===== config.mk =====
export PLATFORM = sky130hd
export DESIGN_NAME = bip_cpu_mc
export DESIGN_NICKNAME = d
export VERILOG_FILES = /design/src/rtl/bip_pkg.sv /design/src/rtl/bip_alu.sv /design/src/rtl/bip_cpu_mc.sv
export SDC_FILE = /design/constraint.sdc
export NUM_CORES = 1
export LEC_CHECK = 0
export ABC_AREA = 1
export CAP_MARGIN = 5
export CORE_MARGIN = 2
export CORE_UTILIZATION = 45
export DETAILED_ROUTE_END_ITERATION = 10
export PLACE_DENSITY = 0.74
export SYNTH_ARGS = -nofsm -noshare
export SYNTH_HDL_FRONTEND = slang
export SYNTH_SLANG_ARGS = --single-unit

===== constraint.sdc =====
create_clock -name clk -period 3.64 [get_ports clk]
set_input_delay 0.728 -clock clk [delete_from_list [all_inputs] [get_ports clk]]
set_output_delay 0.728 -clock clk [all_outputs]
set_load 0.03 [all_outputs]

===== src/rtl/bip_pkg.sv =====
// Shared opcodes, FSM states, ALU operations and the instruction decoder for the bip_cpu_mc core.
// Logic/shift opcodes exist only when BIP_LOGIC_OPS_EN is defined.
package bip_pkg;

    localparam logic [4:0] OP_HLT  = 5'b00000;
    localparam logic [4:0] OP_STO  = 5'b00001;
    localparam logic [4:0] OP_LD   = 5'b00010;
    localparam logic [4:0] OP_LDI  = 5'b00011;
    localparam logic [4:0] OP_ADD  = 5'b00100;
    localparam logic [4:0] OP_ADDI = 5'b00101;
    localparam logic [4:0] OP_SUB  = 5'b00110;
    localparam logic [4:0] OP_SUBI = 5'b00111;
    localparam logic [4:0] OP_BEQ  = 5'b01000;
    localparam logic [4:0] OP_BNE  = 5'b01001;
    localparam logic [4:0] OP_JMP  = 5'b01010;
`ifdef BIP_LOGIC_OPS_EN
    localparam logic [4:0] OP_AND  = 5'b01100;
    localparam logic [4:0] OP_ANDI = 5'b01101;
    localparam logic [4:0] OP_OR   = 5'b01110;
    localparam logic [4:0] OP_ORI  = 5'b01111;
    localparam logic [4:0] OP_XOR  = 5'b10000;
    localparam logic [4:0] OP_XORI = 5'b10001;
    localparam logic [4:0] OP_SLL  = 5'b10010;
    localparam logic [4:0] OP_SRL  = 5'b10011;
`endif

    typedef enum logic [1:0] {FETCH, EXEC, MEM, HALT} state_t;

    typedef enum logic [2:0] {
        ALU_PASS, ALU_ADD, ALU_SUB, ALU_AND, ALU_OR, ALU_XOR, ALU_SLL, ALU_SRL
    } alu_op_t;

    typedef struct packed {
        alu_op_t alu_op;
        logic    acc_we;
        logic    mem_rd;
        logic    mem_wr;
    } dec_t;

    // Anything not matched here (branches, HLT, unlisted codes) leaves ACC and memory alone.
    function automatic dec_t decode(input logic [4:0] opc);
        dec_t d;
        d.alu_op = ALU_PASS;
        d.acc_we = 1'b0;
        d.mem_rd = 1'b0;
        d.mem_wr = 1'b0;
        case (opc)
            OP_STO:  d.mem_wr = 1'b1;
            OP_LD:   begin d.mem_rd = 1'b1; d.acc_we = 1'b1; end
            OP_LDI:  d.acc_we = 1'b1;
            OP_ADD:  begin d.alu_op = ALU_ADD; d.mem_rd = 1'b1; d.acc_we = 1'b1; end
            OP_ADDI: begin d.alu_op = ALU_ADD; d.acc_we = 1'b1; end
            OP_SUB:  begin d.alu_op = ALU_SUB; d.mem_rd = 1'b1; d.acc_we = 1'b1; end
            OP_SUBI: begin d.alu_op = ALU_SUB; d.acc_we = 1'b1; end
`ifdef BIP_LOGIC_OPS_EN
            OP_AND:  begin d.alu_op = ALU_AND; d.mem_rd = 1'b1; d.acc_we = 1'b1; end
            OP_ANDI: begin d.alu_op = ALU_AND; d.acc_we = 1'b1; end
            OP_OR:   begin d.alu_op = ALU_OR;  d.mem_rd = 1'b1; d.acc_we = 1'b1; end
            OP_ORI:  begin d.alu_op = ALU_OR;  d.acc_we = 1'b1; end
            OP_XOR:  begin d.alu_op = ALU_XOR; d.mem_rd = 1'b1; d.acc_we = 1'b1; end
            OP_XORI: begin d.alu_op = ALU_XOR; d.acc_we = 1'b1; end
            OP_SLL:  begin d.alu_op = ALU_SLL; d.acc_we = 1'b1; end
            OP_SRL:  begin d.alu_op = ALU_SRL; d.acc_we = 1'b1; end
`endif
            default: ;
        endcase
        return d;
    endfunction

endpackage


===== src/rtl/bip_alu.sv =====
// Combinational accumulator ALU: pass/add/sub, plus logic and shift operations
// when BIP_LOGIC_OPS_EN is defined.
module bip_alu
    import bip_pkg::*;
#(
    parameter int DATA_LENGTH = 16
) (
    input  alu_op_t                op_i,
`ifdef BIP_LOGIC_OPS_EN
    input  logic [3:0]             shamt_i,
`endif
    input  logic [DATA_LENGTH-1:0] acc_i,
    input  logic [DATA_LENGTH-1:0] b_i,
    output logic [DATA_LENGTH-1:0] result_o
);

    always_comb begin
        result_o = b_i;
        case (op_i)
            ALU_ADD: result_o = acc_i + b_i;
            ALU_SUB: result_o = acc_i - b_i;
`ifdef BIP_LOGIC_OPS_EN
            ALU_AND: result_o = acc_i & b_i;
            ALU_OR:  result_o = acc_i | b_i;
            ALU_XOR: result_o = acc_i ^ b_i;
            ALU_SLL: result_o = acc_i << shamt_i;
            ALU_SRL: result_o = acc_i >> shamt_i;
`endif
            default: result_o = b_i;
        endcase
    end

endmodule


===== src/rtl/bip_cpu_mc.sv =====
// Multi-cycle accumulator CPU with wait-state program/data memory handshakes, branches and HALT.
// Define BIP_LOGIC_OPS_EN to add AND/OR/XOR (memory and immediate) and SLL/SRL.
module bip_cpu_mc
    import bip_pkg::*;
#(
    parameter int ADDR_LENGTH        = 11,
    parameter int DATA_LENGTH        = 16,
    parameter int OPCODE_LENGTH      = 5,
    parameter int OPERAND_LENGTH     = 11,
    parameter int INSTRUCTION_LENGTH = 16,
    parameter int COUNT_LENGTH       = 32
) (
    input  logic                          clk,
    input  logic                          reset,
    input  logic [INSTRUCTION_LENGTH-1:0] instruction,
    input  logic                          pm_ready,
    output logic [ADDR_LENGTH-1:0]        addr_to_pm,
    input  logic [DATA_LENGTH-1:0]        data_from_dm,
    input  logic                          dm_ready,
    output logic [DATA_LENGTH-1:0]        data_to_dm,
    output logic [ADDR_LENGTH-1:0]        addr_to_dm,
    output logic                          RdRam,
    output logic                          WrRam,
    output logic                          halted,
    output logic [COUNT_LENGTH-1:0]       retired
);

    state_t                        state_q;
    logic [ADDR_LENGTH-1:0]        pc_q;
    logic [ADDR_LENGTH-1:0]        addr_dm_q;
    logic [DATA_LENGTH-1:0]        acc_q;
    logic [INSTRUCTION_LENGTH-1:0] ir_q;
    logic                          rd_q;
    logic                          wr_q;
    logic                          halted_q;
    logic [COUNT_LENGTH-1:0]       retired_q;

    logic [4:0]                    opc;
    logic [OPERAND_LENGTH-1:0]     operand;
    dec_t                          dec;
    logic [DATA_LENGTH-1:0]        imm_sx;
    logic [DATA_LENGTH-1:0]        alu_b;
    logic [DATA_LENGTH-1:0]        alu_y;
    logic                          br_taken;
    logic [ADDR_LENGTH-1:0]        pc_d;
    logic [COUNT_LENGTH-1:0]       retired_d;

    assign opc     = 5'(ir_q[INSTRUCTION_LENGTH-1 -: OPCODE_LENGTH]);
    assign operand = ir_q[OPERAND_LENGTH-1:0];
    assign dec     = decode(opc);
    assign imm_sx  = DATA_LENGTH'($signed(operand));
    assign alu_b   = dec.mem_rd ? data_from_dm : imm_sx;

    // Only meaningful in EXEC; in MEM the opcode is never a branch so pc_d is PC+1.
    assign br_taken = (opc == OP_JMP)
                    | ((opc == OP_BEQ) && (acc_q == '0))
                    | ((opc == OP_BNE) && (acc_q != '0));
    assign pc_d      = br_taken ? ADDR_LENGTH'(operand) : pc_q + 1'b1;
    assign retired_d = (&retired_q) ? retired_q : retired_q + 1'b1;

    bip_alu #(
        .DATA_LENGTH(DATA_LENGTH)
    ) u_alu (
        .op_i     (dec.alu_op),
`ifdef BIP_LOGIC_OPS_EN
        .shamt_i  (ir_q[3:0]),
`endif
        .acc_i    (acc_q),
        .b_i      (alu_b),
        .result_o (alu_y)
    );

    always_ff @(posedge clk or posedge reset) begin
        if (reset) begin
            state_q   <= FETCH;
            pc_q      <= '0;
            addr_dm_q <= '0;
            acc_q     <= '0;
            ir_q      <= '0;
            rd_q      <= 1'b0;
            wr_q      <= 1'b0;
            halted_q  <= 1'b0;
            retired_q <= '0;
        end else begin
            case (state_q)
                FETCH: begin
                    if (pm_ready) begin
                        ir_q    <= instruction;
                        state_q <= EXEC;
                    end
                end
                EXEC: begin
                    if (opc == OP_HLT) begin
                        halted_q  <= 1'b1;
                        retired_q <= retired_d;
                        state_q   <= HALT;
                    end else if (dec.mem_rd || dec.mem_wr) begin
                        addr_dm_q <= ADDR_LENGTH'(operand);
                        rd_q      <= dec.mem_rd;
                        wr_q      <= dec.mem_wr;
                        state_q   <= MEM;
                    end else begin
                        if (dec.acc_we) begin
                            acc_q <= alu_y;
                        end
                        pc_q      <= pc_d;
                        retired_q <= retired_d;
                        state_q   <= FETCH;
                    end
                end
                MEM: begin
                    // Request stays asserted and stable until the data memory acknowledges.
                    if (dm_ready) begin
                        if (dec.acc_we) begin
                            acc_q <= alu_y;
                        end
                        rd_q      <= 1'b0;
                        wr_q      <= 1'b0;
                        pc_q      <= pc_d;
                        retired_q <= retired_d;
                        state_q   <= FETCH;
                    end
                end
                HALT: ;
                default: state_q <= FETCH;
            endcase
        end
    end

    assign addr_to_pm = pc_q;
    assign data_to_dm = acc_q;
    assign addr_to_dm = addr_dm_q;
    assign RdRam      = rd_q;
    assign WrRam      = wr_q;
    assign halted     = halted_q;
    assign retired    = retired_q;

endmodule


==> load_flow_metrics.sql <==
INSERT INTO impl_metrics (metric_group, metric, value, unit) VALUES
('logic_synthesis', 'ys_seq_elements', '91', ''),
('timing', 'timing.final.hold_violations', '0', ''),
('clock_tree', 'number_of_clock_sinks', '91', ''),
('logic_synthesis', 'synthesis.yosys.warnings', '0', ''),
('placement', 'postPlaceCellArea', '7230', 'um2'),
('layout', 'antennaDiodeCount', '0', ''),
('logic_synthesis', 'syn-instance-count', '810', ''),
('logic_synthesis', 'postSynth.asyncResetShare', '100', '%'),
('die', 'design.portCount', '109', ''),
('die', 'fp.dieArea', '14100', 'um2'),
('global_route', 'number_of_antenna_violations_at_the_first_check_in_global_routing', '0', ''),
('clock_tree', 'post_cts_clock_slew_at_the_launch_and_capture_registers_of_the_worst_setup_and_hold_paths', '0.07', 'ns'),
('clock_tree', 'worstSkewPairLatency', '0.36', 'ns'),
('placement', 'place_worst_setup_slack', '-0.0388', 'ns'),
('logic_synthesis', 'synthesis.nets', '865', ''),
('timing', 'timing.final.crit_share', '91.2', '%'),
('logic_synthesis', 'synth_area_per_cell', '7.32', 'um2'),
('logic_synthesis', 'synth.cell_area', '5930', 'um2'),
('timing', 'fmax', '301', 'MHz'),
('setup_path', 'worst_setup_path_end_kind', 'flip-flop', ''),
('global_route', 'grt_first_pass_wirelength', '26.6', 'mm'),
('drt', 'route.detailed.wl_per_inst', '15.1', 'um'),
('power_and_ir_drop', 'vdd_drop_max', '0.485', 'mV'),
('drt', 'viasPerCell', '5.26', ''),
('die', 'core-area', '12700', 'um2'),
('clock_tree', 'cts_max_level', '3', ''),
('die', 'die_width', '119', 'um'),
('layout', 'multiInputGateArea', '3240', 'um2'),
('placement', 'placement.io_buffers', '108', ''),
('setup_path', 'critical_path.max_fanout', '16', ''),
('placement', 'dp.final_hpwl', '12.3', 'mm'),
('setup_path', 'cell_seen_most_often_among_critical_path_stages', 'buf_4', ''),
('layout', 'fillers', '1204', ''),
('logic_synthesis', 'synth-main-ff-cell', 'dfrtp_1', ''),
('die', 'fp-row-count', '41', ''),
('timing', 'worst_slack', '0.319', 'ns'),
('drt', 'finalWirelength', '16.7', 'mm'),
('drt', 'dr.first_iter.drc_count', '443', ''),
('drt', 'router_iterations_before_antenna_repair', '5', ''),
('clock_tree', 'numCtsBuffers', '9', ''),
('timing', 'worst_slew_pin_slew', '0.996', 'ns'),
('setup_path', 'path_cells', 'inv_2 -> buf_4 -> nor4_1 -> ha_1 -> inv_1 -> buf_4 -> nand2_1 -> xor2_1 -> ha_1 -> a21oi_1 -> nand2_1 -> a21boi_0 -> o21ai_0 -> buf_4 -> xor2_1 -> nor2_1 -> o22ai_1', ''),
('logic_synthesis', 'yosysSeqAreaShare', '38.4', '%'),
('drt', 'postRouteAntennaNets', '0', ''),
('drt', 'detailroute.via_count', '5827', ''),
('timing', 'drv_slew', '0', ''),
('layout', 'post_route_cells_drive_above_1_share', '7.49', '%'),
('power_and_ir_drop', 'design_power_total', '7350', 'uW'),
('setup_path', 'class_of_the_most_critical_setup_path', 'reg -> reg', ''),
('timing', 'max-slew-margin-rel', '33.4', '%'),
('logic_synthesis', 'yosysUniqueCellTypes', '45', ''),
('power_and_ir_drop', 'power-per-cell-area', '958', 'nW/um2'),
('job', 'cap_viol_max_count', '0', ''),
('global_route', 'groute.usage.overall', '23.5', '%'),
('die', 'die_y', '119', 'um'),
('layout', 'layout_area_growth_over_synthesis', '29.6', '%'),
('logic_synthesis', 'synth_enable_flop_cells', '0', ''),
('hold_path', 'worstHoldPathType', 'reg -> reg', ''),
('setup_path', 'critical_path_arrival', '3.54', 'ns'),
('clock_tree', 'postCtsHoldBufs', '0', ''),
('layout', 'layout.area.seq', '2280', 'um2'),
('setup_path', 'worstPathRequired', '3.86', 'ns'),
('setup_path', 'crit_path_max_incr_delay', '0.37', 'ns'),
('drt', 'drt_drc_violations_left', '0', ''),
('power_and_ir_drop', 'leakage', '0.00366', 'uW'),
('timing', 'period_needed', '3.32', 'ns'),
('die', 'floorplan.initialDensity', '46.6', '%'),
('placement', 'final_estimated_routing_congestion_in_global_placement', '0.912', ''),
('clock_tree', 'cts_tree', 'built', ''),
('timing', 'tns', '0', 'ns'),
('timing', 'clock-skew-final', '0.0104', 'ns'),
('global_route', 'grt_start_max_net_pins', '52', ''),
('timing', 'setup_viol', '0', ''),
('setup_path', 'worstSetupStartpointType', 'flip-flop', ''),
('clock_tree', 'cts-root-buf', 'clkbuf_16', ''),
('status', 'run_status', 'finished, final reports clean', ''),
('clock_tree', 'ctsLongestPathBuffers', '2', ''),
('setup_path', 'cp_slowest_cell', 'dfrtp_1', ''),
('global_route', 'globalRoute.totalOverflow', '0', ''),
('layout', 'nNetsFinal', '986', ''),
('layout', 'design_area', '7680', 'um2'),
('global_route', 'first_global_vias', '5293', '');
[synthesized netlist by cell type (all sizes together), types with 2 or more instances]
cell type | instances | area, um2
xor2 | 41 | 359
or2 | 5 | 31.3
o22ai | 4 | 25.0
nor2 | 88 | 343
o21bai | 2 | 15.0
xnor2 | 14 | 123
o211ai | 6 | 45.0
nor3 | 19 | 105
nand2 | 210 | 811
nand3b | 3 | 22.5
nand4 | 28 | 175
o21ai | 56 | 284
nor4 | 9 | 56.3
buf | 13 | 77.6
a21oi | 48 | 240
ha | 18 | 225
inv | 90 | 338
dfrtp | 91 | 2280
clkbuf | 10 | 37.5
nand3 | 43 | 238
[layer usage]
layer / wire length, um / vias up / GRT usage [%]
met3: 956 / 19 / 3.38
met1: 7990 / 2708 / 34.3
met4: 269 / 0 / 7.74
met2: 7450 / 199 / 35.6
met5: 0 / - / 0
li1: - / 2901 / -
[worst max-delay path: cells and delay by family (launching register included)]
kind | cells | cell delay [ns]
buf+inv | 5 | 0.67
xor+xnor | 2 | 0.30
flops | 1 | 0.37
fa+ha+maj | 2 | 0.59
compound gates | 4 | 0.73
simple gates | 4 | 0.52
[repair_timing]
| item | CTS | global route |
|---|---|---|
| endpoints found under the setup margin | 0 | 8 |
| setup buffers | 0 | 10 |
| gates resized for setup | 0 | 9 |
[final timing paths]
| check | from | end | slack [ns] | cells past startpoint |
|---|---|---|---|---|
| max in group asynchronous | reset | data_to_dm[3] | 2.33 | 3 |
| min in group asynchronous | reset | retired[19] | 0.68 | 2 |
| max reg2reg | ir_q[13] | data_to_dm[8] | 0.32 | 17 |
| min reg2reg | addr_to_dm[7] | addr_to_dm[7] | 0.49 | 2 |
| min | addr_to_dm[7] | addr_to_dm[7] | 0.49 | 2 |
| max | ir_q[13] | data_to_dm[8] | 0.32 | 17 |
[per-stage QoR]
| stage | cells | utilization (%) | hold WS, ns |
|---|---|---|---|
| after global placement | 1081 | 56.8 | 0.474 |
| final | 1107 | 60.3 | 0.492 |
| after CTS | 1096 | 59.3 | 0.497 |
| after floorplan | 810 | - | 0.501 |
| after detailed placement | 1081 | 56.8 | 0.478 |
| after global routing | 1107 | 60.3 | 0.530 |
[logic make-up after synthesis]
kind of cell | share of synthesized area, %
DFF | 38.4
AOI/OAI and AO/OA | 11.2
buffers and inverters | 7.73
xor gates and xnor gates | 8.13
adders and majority gates | 4.14
and+or+nand+nor | 30.4
[sequential cells by signal, indices dropped and copies added (netlist names)]
| signal | cells |
|---|---|
| addr_to_dm | 11 |
| addr_to_pm | 11 |
| data_to_dm | 16 |
| RdRam | 1 |
| WrRam | 1 |
| state_q | 2 |
| ir_q | 16 |
| halted | 1 |
| retired | 32 |
[power breakdown]
part           switching [uW]  leakage [uW]  internal (uW)
logic                    2840       0.00238           1780
registers                 349       0.00113           1360
clock network             421      0.000152            600
total                    3610       0.00366           3750
[cells in the final DEF, fill, tap and decap left out, types with 4 or more instances in the layout]
cell	count
o21ai_2	4
clkdlybuf4s50_1	108
xor2_1	41
inv_1	84
nor4_1	9
nor2_1	85
dfrtp_1	91
xnor2_1	14
buf_4	22
o22ai_1	4
inv_2	4
nand3_1	40
o211ai_1	6
o21ai_0	45
nand2_1	205
or2_2	5
ha_1	18
a21oi_1	47
o21ai_1	7
nand4_1	28
nor3_1	17
clkbuf_16	9
[layout make-up]
cell class	instances	share of cell area, %
inverter	91	4.51
sequential	91	29.7
tap	172	2.80
timing repair buffer	132	16.8
clock inverter	6	1.17
multi-input combinational	606	42.2
clock buffer	9	2.93
No activity file was read; power rests on OpenSTA's default activity.
